$ cat src/rtl/dat_access_arbiter.sv
`default_nettype none
// ============================================================================
// dat_access_arbiter - serialises HW readers and the SW CSR window onto the
// single-port DAT memory (round-robin, read watchdog).       Rev 1.0
// ============================================================================
module dat_access_arbiter #(
   parameter int unsigned NumReq     = 3,
   parameter int unsigned DatAw      = 7,
   parameter int unsigned RspTimeout = 15
) (
   input  logic                    clk_i,
   input  logic                    rst_ni,
   input  logic [NumReq-1:0]       hw_req_i,
   input  logic [NumReq*DatAw-1:0] hw_index_i,
   output logic [NumReq-1:0]       hw_gnt_o,
   output logic [NumReq-1:0]       hw_rvalid_o,
   output logic [63:0]             hw_rdata_o,
   input  logic                    sw_req_i,
   input  logic                    sw_we_i,
   input  logic [DatAw-1:0]        sw_index_i,
   input  logic                    sw_word_i,
   input  logic [31:0]             sw_wdata_i,
   output logic                    sw_rd_ack_o,
   output logic                    sw_wr_ack_o,
   output logic [31:0]             sw_rdata_o,
   output logic                    mem_req_o,
   output logic                    mem_write_o,
   output logic [DatAw-1:0]        mem_addr_o,
   output logic [63:0]             mem_wdata_o,
   output logic [63:0]             mem_wmask_o,
   input  logic                    mem_rvalid_i,
   input  logic [63:0]             mem_rdata_i,
   output logic                    timeout_o
);

   localparam int unsigned       SLOT_W   = $clog2(NumReq + 1);
   localparam logic [SLOT_W-1:0] SW_SLOT  = SLOT_W'(NumReq);
   localparam logic [7:0]        CNT_LAST = 8'(RspTimeout - 1);

   typedef enum logic [1:0] {
      ST_IDLE  = 2'd0,
      ST_ISSUE = 2'd1,
      ST_WAIT  = 2'd2,
      ST_ACK   = 2'd3
   } state_e;

   state_e            state_q, state_d;
   logic [SLOT_W-1:0] slot_q, slot_d, rr_q, rr_d;
   logic [DatAw-1:0]  addr_q, addr_d;
   logic              we_q, we_d, word_q, word_d;
   logic [31:0]       wdata_q, wdata_d;
   logic [7:0]        cnt_q, cnt_d;
   logic [63:0]       rdata_q, rdata_d;

   logic [NumReq:0]   pending;
   logic [DatAw-1:0]  hw_idx [NumReq];
   logic [DatAw-1:0]  win_addr;
   logic [SLOT_W-1:0] cand, win;
   logic              found;
   logic              is_sw;
   logic [31:0]       scan;

   assign pending = {sw_req_i, hw_req_i};
   assign is_sw   = (slot_q == SW_SLOT);

   generate
      for (genvar k = 0; k < NumReq; k++) begin : g_hw_idx
         assign hw_idx[k] = hw_index_i[k*DatAw +: DatAw];
      end
   endgenerate

   // Round-robin search over all slots, starting at rr_q and wrapping at NumReq.
   always_comb begin
      found    = 1'b0;
      win      = '0;
      cand     = '0;
      scan     = '0;
      win_addr = sw_index_i;
      for (int unsigned off = 0; off <= NumReq; off++) begin
         scan = 32'(rr_q) + 32'(off);
         if (scan > NumReq) scan = scan - (NumReq + 1);
         cand = SLOT_W'(scan);
         if (!found && pending[cand]) begin
            found = 1'b1;
            win   = cand;
         end
      end
      for (int k = 0; k < NumReq; k++) begin
         if (win == SLOT_W'(k)) win_addr = hw_idx[k];
      end
   end

   always_ff @(posedge clk_i or negedge rst_ni) begin
      if (!rst_ni) begin
         state_q <= ST_IDLE;
         slot_q  <= '0;
         rr_q    <= '0;
         addr_q  <= '0;
         we_q    <= 1'b0;
         word_q  <= 1'b0;
         wdata_q <= '0;
         cnt_q   <= '0;
         rdata_q <= '0;
      end else begin
         state_q <= state_d;
         slot_q  <= slot_d;
         rr_q    <= rr_d;
         addr_q  <= addr_d;
         we_q    <= we_d;
         word_q  <= word_d;
         wdata_q <= wdata_d;
         cnt_q   <= cnt_d;
         rdata_q <= rdata_d;
      end
   end

   always_comb begin
      state_d     = state_q;
      slot_d      = slot_q;
      rr_d        = rr_q;
      addr_d      = addr_q;
      we_d        = we_q;
      word_d      = word_q;
      wdata_d     = wdata_q;
      cnt_d       = cnt_q;
      rdata_d     = rdata_q;
      hw_gnt_o    = '0;
      hw_rvalid_o = '0;
      hw_rdata_o  = '0;
      sw_rd_ack_o = 1'b0;
      sw_wr_ack_o = 1'b0;
      sw_rdata_o  = '0;
      mem_req_o   = 1'b0;
      mem_write_o = 1'b0;
      mem_addr_o  = '0;
      mem_wdata_o = '0;
      mem_wmask_o = '0;
      timeout_o   = 1'b0;

      case (state_q)
         ST_IDLE: begin
            if (found) begin
               state_d = ST_ISSUE;
               slot_d  = win;
               rr_d    = (win == SW_SLOT) ? '0 : win + 1'b1;
               addr_d  = win_addr;
               // SW fields are latched so the issue cycle does not depend on CSR inputs.
               we_d    = (win == SW_SLOT) && sw_we_i;
               word_d  = (win == SW_SLOT) && sw_word_i;
               wdata_d = (win == SW_SLOT) ? sw_wdata_i : 32'h0;
            end
         end
         ST_ISSUE: begin
            mem_req_o  = 1'b1;
            mem_addr_o = addr_q;
            cnt_d      = '0;
            for (int k = 0; k < NumReq; k++) begin
               hw_gnt_o[k] = (slot_q == SLOT_W'(k));
            end
            if (is_sw && we_q) begin
               mem_write_o = 1'b1;
               mem_wmask_o = word_q ? 64'hFFFF_FFFF_0000_0000 : 64'h0000_0000_FFFF_FFFF;
               mem_wdata_o = word_q ? {wdata_q, 32'h0} : {32'h0, wdata_q};
               state_d     = ST_ACK;
            end else begin
               mem_wmask_o = '1;
               state_d     = ST_WAIT;
            end
         end
         ST_WAIT: begin
            if (mem_rvalid_i) begin
               rdata_d = mem_rdata_i;
               cnt_d   = '0;
               state_d = ST_ACK;
            end else if (cnt_q == CNT_LAST) begin
               rdata_d   = '0;
               cnt_d     = '0;
               timeout_o = 1'b1;
               state_d   = ST_ACK;
            end else begin
               cnt_d = cnt_q + 8'd1;
            end
         end
         ST_ACK: begin
            state_d = ST_IDLE;
            if (is_sw) begin
               sw_wr_ack_o = we_q;
               sw_rd_ack_o = !we_q;
               sw_rdata_o  = we_q ? 32'h0 : (word_q ? rdata_q[63:32] : rdata_q[31:0]);
            end else begin
               hw_rdata_o = rdata_q;
               for (int k = 0; k < NumReq; k++) begin
                  hw_rvalid_o[k] = (slot_q == SLOT_W'(k));
               end
            end
         end
         default: state_d = ST_IDLE;
      endcase
   end

endmodule
`default_nettype wire
$ cat config.mk
export PLATFORM = sky130hd
export DESIGN_NAME = dat_access_arbiter
export DESIGN_NICKNAME = d
export VERILOG_FILES = /design/src/rtl/dat_access_arbiter.sv
export SDC_FILE = /design/constraint.sdc
export NUM_CORES = 1
export LEC_CHECK = 0
export CAP_MARGIN = 20
export CORE_AREA = 2 2 144 146
export CTS_CLUSTER_DIAMETER = 100
export CTS_CLUSTER_SIZE = 30
export DETAILED_ROUTE_END_ITERATION = 12
export DIE_AREA = 0 0 146 148
export GPL_TIMING_DRIVEN = 0
export PLACE_DENSITY = 0.76
export SLEW_MARGIN = 30
export SYNTH_ARGS = -nofsm -noshare
export SYNTH_HDL_FRONTEND = slang
export SYNTH_SLANG_ARGS = --single-unit
$ cat constraint.sdc
create_clock -name clk_i -period 4.73 [get_ports clk_i]
set_clock_uncertainty 0.1 [all_clocks]
set_input_delay 0.946 -clock clk_i [delete_from_list [all_inputs] [get_ports clk_i]]
set_output_delay 0.946 -clock clk_i [all_outputs]
set_load 0.02 [all_outputs]
# Word-level counts from Yosys, hierarchy flattened
# Index checks and enable logic that the tools add are counted.
# classes
n_addsub,9
magnitude_cmp,8
n_eq_ne,12
n_mux,61
n_reduce_logical,18
# op_table
operator,count
2-to-1 mux 64 bit,10
2-to-1 mux 32 bit,5
2-to-1 mux 7 bit,4
2-to-1 mux 2 bit,12
2-to-1 mux 1 bit,19
2-to-1 mux 8 bit,2
case mux 8 bit (2 select lines),1
== test 2 bit (second input constant),6
less-than comparator 2 x 3 -> 1 bit (second input constant),4
greater-than comparator 3 x 2 -> 1 bit (second input constant),3
2-to-1 mux 3 bit,3
adder 8 x 1 -> 8 bit (second input constant),1
binary-select mux 1 bit (select 2 bit),4
== test 8 x 4 -> 1 bit (second input constant),1
case mux 2 bit (4 select lines),1
subtractor 2 x 1 -> 2 bit (second input constant),4
adder 2 x 2 -> 3 bit (second input constant),2
== test 2 x 1 -> 1 bit (second input constant),3
logical AND 1 bit,6
zero test 2 bit,3
AND reduction 2 bit,3
zero test 1 bit,4
nonzero test 2 bit,2
adder 2 x 1 -> 3 bit (second input constant),1
other kinds (4),4
# totals
reg_bits,119
inputBits,133
output_inout_bits,242

# Depth between registers and ports, before layout
# Gate-level depths: netlist of run 1.
# logic_depth
ltp_word,18
mapped_depth,10

# Worst setup path before layout of run 1
# OpenSTA, ideal clock, no wires.
# synth_timing
kind,reg2out
startpoint,register state_q[1]
endpoint,output mem_wmask_o[10]
arrival_time_ns,3.654
required_ns,3.684
slack_ns,0.030
stages_incl_launch_ff,6
cell_sequence,dfrtp_1 > inv_1 > ha_1 > clkbuf_1 > a21boi_0 > buf_4
# synth_via
elab_chain_cells,2
# synth_rtl
item,line_no,text
start: declaration,47,"state_e state_q, state_d;"
start signal: assignment,105,state_q <= state_d;
== test 2 x 1 -> 1 bit,140,case (state_q)
2-to-1 mux 64 bit,140,
end: declaration,30,"output logic [63:0] mem_wmask_o,"
# No other way between the ends.

# Final worst setup path of run 1
# layout_timing
startpoint,register state_q[0]
endpoint,output hw_rdata_o[32]
# layout_via
elab_chain_cells,2
# layout_rtl
item,line_no,text
== test 2 bit,140,
2-to-1 mux 64 bit,140,
end: declaration,17,"output logic [63:0] hw_rdata_o,"
# No other way between the ends.

==> metrics, run 1 <==
Internal=4.37 mW; Pre-antenna DRT Iters=5; Sw Pwr=2.86 mW; Reg2Reg Depth=10; Avg Cell Area, Syn=a little over 9 um^2; Port Buffers=~370; worst hold-check path type=primary input to asynchronous set/reset pin; Synth area leader=dfrtp_1; multiplexer share of the synthesized area=0.0717; RR Startpoint=rr_q[1]$_DFFE_PN0P_; clock tree from TritonCTS=built; Crit-path slowest cell=a21boi_1; clock buffer depth=2; Routed WL=between 20000 and 30000 um; Total GRT Usage=0.235; Final setup viols=0; CTS buffer count=17; Syn Inst Count=about 750; WL met2=approximately 13000 um; reg-to-reg slack, setup=between 2 and 2.5 ns; Synth async-reset ratio=1.00; register share of total power=0.244; Hold Buf Count CTS=0; largest cells by area after synthesis=dfrtp_1, and2_1, a22o_1; clock share of power=0.192; top cell type's share of synthesized area=0.426; minimum clock period=around 4.4 ns; status=finished, final reports clean; crit-path cells=ha_1 > a21boi_1 > clkbuf_1 > and2_1 > clkdlybuf4s50_1; most numerous cell in the Yosys netlist=and2_1; P&R area growth vs syn=68.9%; largest family of logic cells by synthesized area=simple AND/OR/NAND/NOR gates; FF+latch count, synth=approximately 120; Synth Area in Adders=0.0197; CP Class=register to output port; clock sinks=roughly 120; via count=between 6000 and 7000; CP max FO=10; Pleak=a little over 5 nW; top cells by count, synth=and2_1, dfrtp_1, nand2_1; Seq/Total Area, Yosys=0.426; core area=about 20000 um^2; clk_lat worst skew=0.41 ns; relative slew slack=0.426; Placement Setup Slack=0.775 ns; pin count of the biggest net entering global routing=69; DRC=0; share of cells above drive strength 1=0.105; CTS resizes=0; number of global-route vias before repair=between 6000 and 7000; crit path capture type=output port; Area after DPL=11200 um^2; final period utilization=0.934; Die Y=148 um; postcts setup bufs=0; Final #Nets=1287; crit path launch=state_q[0]$_DFFE_PN0P_; final hold violations=0; VDD IR max=~0.26 mV; RSZ-0062 raised after global routing=no; hold_ws=approximately 0.34 ns; H-tree Lvls=4; max-slew violations=0; Netlist Area Pre-Place=6980 um^2; worst setup margin=0.313 ns; Final Util=0.589; EDFF count, synth=0; Setup crit end=hw_rdata_o[32]; root buf cell=clkbuf_16; critical path data arrival time=roughly 3.4 ns; vias per std cell=4.84; Met3 Wirelength=roughly 1600 um; n_diodes=0; fmax=between 200 and 250 MHz; Synth Warn #=0; startpoint class of the critical path=register; Slew @ Worst Pin=0.859 ns; complex-gate fraction of the synthesized area=0.124; Max Cap Viol=0; Yosys cell types=45; clock slew at reported path FFs=0.06 ns; Initial Util=0.349; xor/xnor cell area share of the yosys netlist=0; first-pass GRT wire length=approximately 39000 um; Final GP Congestion=approximately 0.94; Routed Antenna Nets=0; Simple-Gate Fraction of Synth Area=0.250; Power Density=between 600 and 700 nW/um^2; Required @ worst endpoint=about 3.7 ns; initial antenna violation count=0; die area=21600 um^2; total gr overflow=0; Largest stage delay, worst path=0.74 ns; die width=around 150 um; Layout fillers=between 1500 and 2000; FF-to-FF End=addr_q[5]$_DFFE_PN0P_; top routing layer used=met4; io pins=approximately 380; Wirelength per Cell=18.2 um; FP Rows=52; initial drt markers=420; Syn Nets=between 800 and 900; Finished Cell Area=roughly 12000 um^2; DRT met1 WL=approximately 10000 um; Top FF cell, synth=dfrtp_1; Sw Ratio=0.396; DP HPWL=20400 um; part of the power in combinational logic=0.564
==> power by group through the flow <==
stage                     Combinational [mW]  Sequential [mW]  Clock (mW)
after floorplan                         2.52             1.64           0
after CTS                               4.11             1.76        1.40
after global placement                  4.05             1.76           0
after global routing                    4.38             1.82        1.45
final                                   4.08             1.77        1.39
after detailed placement                4.09             1.77           0
==> worst max-delay path: cells and delay by family, from the launching register on <==
family          cells  cell delay, ns
buf+inv             2            1.25
compound gates      1            0.74
flops               1            0.42
fa+ha+maj           1            0.32
simple gates        1            0.23
==> per-stage QoR <==
step	total power [mW]	setup TNS (ns)	std cells
after floorplan	4.17	0	747
after global placement	5.80	-326.09	1391
after detailed placement	5.87	0	1394
after CTS	7.28	0	1426
after global routing	7.65	0	1426
final	7.24	0	1426
==> worst min-delay path by stage <==
stage / end / slack, ns / depth (start not counted)
global route: rdata_q[27]$_DFFE_PN0P_ / 0.36 / 1
floorplan: we_q$_DFFE_PN0P_ / 0.34 / 2
detailed placement: wdata_q[31]$_DFFE_PN0P_ / 0.37 / 2
finish: rdata_q[25]$_DFFE_PN0P_ / 0.34 / 1
global placement: wdata_q[31]$_DFFE_PN0P_ / 0.36 / 2
CTS: rdata_q[25]$_DFFE_PN0P_ / 0.35 / 1
==> final cells by class <==
cell class / count / area (um^2) / area share
Timing Repair Buffer: 377 / 3820 / 0.324
Multi-Input combinational cell: 503 / 3270 / 0.277
Sequential cell: 119 / 2980 / 0.252
Buffer: 114 / 716 / 0.0607
Clock buffer: 20 / 457 / 0.0387
Tap cell: 270 / 338 / 0.0286
Clock inverter: 12 / 175 / 0.0149
Inverter: 11 / 41.3 / 0.00350
==> logic make-up after synthesis <==
group | after synthesis
flops | 119
buf+inv | 125
simple gates | 334
compound gates | 108
fa+ha+maj | 11
mux | 50
==> routing by layer <==
metal,up-vias,track usage
li1,3257,-
met1,3368,0.292
met2,241,0.408
met3,31,0.0543
met4,0,0.0704
met5,-,0
==> sequential cells by signal (all words and copies together), names as in the netlist <==
name and flops:
slot_q 2, cnt_q 8, addr_q 7, rr_q 2, we_q 1, word_q 1
rdata_q 64, state_q 2, wdata_q 32
==> cells in the final DEF (no fill, tap or decap), drive strengths merged <==
cell / instances
clkdlybuf4s50: 373
and2: 137
dfrtp: 119
buf: 85
nand2: 82
a22o: 67
clkbuf: 53
nor2: 52
mux2i: 50
nand3: 37
o21ai: 14
a21oi: 12
inv: 11
ha: 11
clkinv: 5
nor3b: 4
nor2b: 4
bufinv: 4
nor4: 4
a21boi: 4
nand2b: 3
and3b: 3
clkinvlp: 3
and3: 2
nand4: 2
nand4b: 1
o21a: 1
o22ai: 1
or4b: 1
nand3b: 1
a22oi: 1
a41oi: 1
a21o: 1
o2bb2ai: 1
o211ai: 1
nor3: 1
a311o: 1
a31o: 1
o31ai: 1
a211o: 1
Power figures use the tool's default switching activity.
==> run 2: changes to the inputs <==
--- a/config.mk
+++ b/config.mk
@@ -6,13 +6,13 @@
 export NUM_CORES = 1
 export LEC_CHECK = 0
 export CAP_MARGIN = 20
-export CORE_AREA = 2 2 144 146
+export CORE_MARGIN = 8
+export CORE_UTILIZATION = 40
 export CTS_CLUSTER_DIAMETER = 100
 export CTS_CLUSTER_SIZE = 30
 export DETAILED_ROUTE_END_ITERATION = 12
-export DIE_AREA = 0 0 146 148
 export GPL_TIMING_DRIVEN = 0
-export PLACE_DENSITY = 0.76
+export PLACE_DENSITY = 0.85
 export SLEW_MARGIN = 30
 export SYNTH_ARGS = -nofsm -noshare
 export SYNTH_HDL_FRONTEND = slang
==> run 2 against run 1 <==
Clock power decreased by 5%. Largest cell class unchanged. Critical endpoint is now hw_rdata_o[0]. Sequential cell count is the same. Worst hold slack gained 0.0089 ns. Combinational power hardly changed. Register-to-register slack improved by 0.03 ns. Critical path type unchanged.
==> metrics, run 2 (synthesis gave the netlist of run 1 again) <==
Placement Setup Slack=1.01 ns (+0.235 ns); reg-to-reg slack, setup=2.05 ns (+0.03 ns); Max Cap Viol=0 (unchanged); H-tree Lvls=4 (unchanged); Final setup viols=0 (unchanged); RSZ-0062 raised after global routing=no; Routed Antenna Nets=0 (unchanged); Power Density=613 nW/um^2 (about the same); clk_lat worst skew=0.41 ns (about the same); CP max FO=10 (unchanged); Pleak=5.17 nW (-0.19%); die area=21900 um^2 (+1.6%); Port Buffers=374 (unchanged); core area=17200 um^2 (-14%); worst setup margin=0.642 ns (+0.329 ns); Routed WL=28000 um (+7.6%); clock sinks=119 (unchanged); postcts setup bufs=0 (unchanged); initial drt markers=423 (+0.71%); startpoint class of the critical path=register; top flop regs=rdata_q x64, wdata_q x32, cnt_q x8; DRC=0 (unchanged); clock tree from TritonCTS=built; crit path launch=state_q[0]$_DFFE_PN0P_; number of global-route vias before repair=6652 (-0.43%); vias per std cell=4.98 (+3.0%); Die Y=148 um (about the same); P&R area growth vs syn=67.5%; CTS buffer count=17 (unchanged); clock buffer depth=2 (unchanged); root buf cell=clkbuf_16; Layout fillers=1321 (-26%); Slew @ Worst Pin=0.696 ns (-0.163 ns); commonest non-fill, non-tap cell in the layout=clkdlybuf4s50_1; Total GRT Usage=0.244 (+0.00909); relative slew slack=0.535 (+0.109); Hold Buf Count CTS=0 (unchanged); Crit-path slowest cell=clkdlybuf4s50_1; CTS resizes=0 (unchanged); Final #Nets=1287 (unchanged); crit-path cells=ha_1 > a21boi_1 > clkbuf_1 > and2_1 > clkdlybuf4s50_1; clock slew at reported path FFs=0.05 ns (about the same); Setup crit end=hw_rdata_o[0]; final hold violations=0 (unchanged); minimum clock period=4.09 ns (-0.329 ns); Required @ worst endpoint=3.68 ns (about the same); Final GP Congestion=0.884 (-5.5%); via count=6893 (-0.058%); io pins=375 (unchanged); die width=148 um (+1.5%); CP Class=register to output port; total gr overflow=0 (unchanged); Reg2Reg Depth=10 (unchanged); first-pass GRT wire length=41000 um (+4.2%); fin cells=1383 (-3.0%); crit path capture type=output port; Pre-antenna DRT Iters=5 (unchanged); FP Rows=48 (-7.7%); share of cells above drive strength 1=0.103 (-0.00173); final period utilization=0.864 (-0.0695); worst hold-check path type=primary input to asynchronous set/reset pin; VDD IR max=0.510 mV (+95%); RR Startpoint=rr_q[1]$_DFFE_PN0P_; pin count of the biggest net entering global routing=64 (-7.2%); Wirelength per Cell=20.2 um (+11%); fmax=245 MHz (+8.0%); most frequent cells in the layout=clkdlybuf4s50_1, and2_1, dfrtp_1, nand2_1, a22o_1; Largest Register=rdata_q; Largest register FFs=64 (unchanged); Largest stage delay, worst path=0.69 ns (-0.05 ns); FF-to-FF End=addr_q[0]$_DFFE_PN0P_; storage element area=2980 um^2 (unchanged); status=finished, final reports clean; Initial Util=0.407 (+0.0581); initial antenna violation count=2 (+2); multi-input logic area=3270 um^2 (unchanged); critical path data arrival time=3.04 ns (-0.33 ns); max-slew violations=0 (unchanged); placed insts=1349 (-3.2%); DP HPWL=22100 um (+8.2%)
-- run 2: cell types whose count changed in the layout (fill, tap and decap cells not counted), sizes merged --
cell / previous run / this run
clkbuf: 53 / 56
diode: 0 / 2
clkinvlp: 3 / 1
bufinv: 4 / 3
-- run 2: metal layers --
layer	vias to the layer above	track usage	share of wire
met2	294	0.424	0.52
met5	-	0	0
met1	3290	0.278	0.38
met3	51	0.0602	0.074
met4	0	0.109	0.032
li1	3258	-	-
-- run 2: worst max-delay path: cells and delay by family (launching register included) --
| kind | cells | cell delay, ns |
|---|---|---|
| buffers and inverters | 2 | 1.14 |
| AOI/OAI and AO/OA | 1 | 0.61 |
| DFF | 1 | 0.42 |
| adders and majority gates | 1 | 0.26 |
| and+or+nand+nor | 1 | 0.19 |
-- run 2: where the power goes --
| part | leakage (nW) | internal [mW] | switching, mW |
|---|---|---|---|
| clock network | 0.297 | 0.865 | 0.450 |
| registers | 1.52 | 1.44 | 0.327 |
| logic | 3.35 | 2.02 | 2.08 |
-- run 2: cell type report --
type,count,share of cell area
Antenna cell,2,0.000428
Buffer,114,0.0612
Clock buffer,23,0.0409
Clock inverter,9,0.0105
Inverter,11,0.00353
Multi-Input combinational cell,503,0.280
Sequential cell,119,0.255
Tap cell,225,0.0241
Timing Repair Buffer,377,0.325
-- run 2: stage by stage --
step                      area (um^2)  utilization  setup TNS, ns  total power [mW]  hold WS [ns]
after floorplan                  6980            -              0              4.17         0.344
after global placement          11000        0.641        -316.47              5.79         0.359
after detailed placement        11100        0.646              0              5.86         0.363
after CTS                       11700        0.681              0              7.22         0.359
after global routing            11700        0.681              0              7.55         0.373
final                           11700        0.681              0              7.18         0.346
-- run 2: worst min-delay path by stage --
stage / endpoint / slack (ns) / cells after the start
after floorplan: we_q$_DFFE_PN0P_ / 0.34 / 2
after global placement: wdata_q[31]$_DFFE_PN0P_ / 0.36 / 2
after detailed placement: wdata_q[3]$_DFFE_PN0P_ / 0.36 / 2
after CTS: rdata_q[57]$_DFFE_PN0P_ / 0.36 / 1
after global routing: rdata_q[57]$_DFFE_PN0P_ / 0.37 / 1
final: rdata_q[55]$_DFFE_PN0P_ / 0.35 / 1
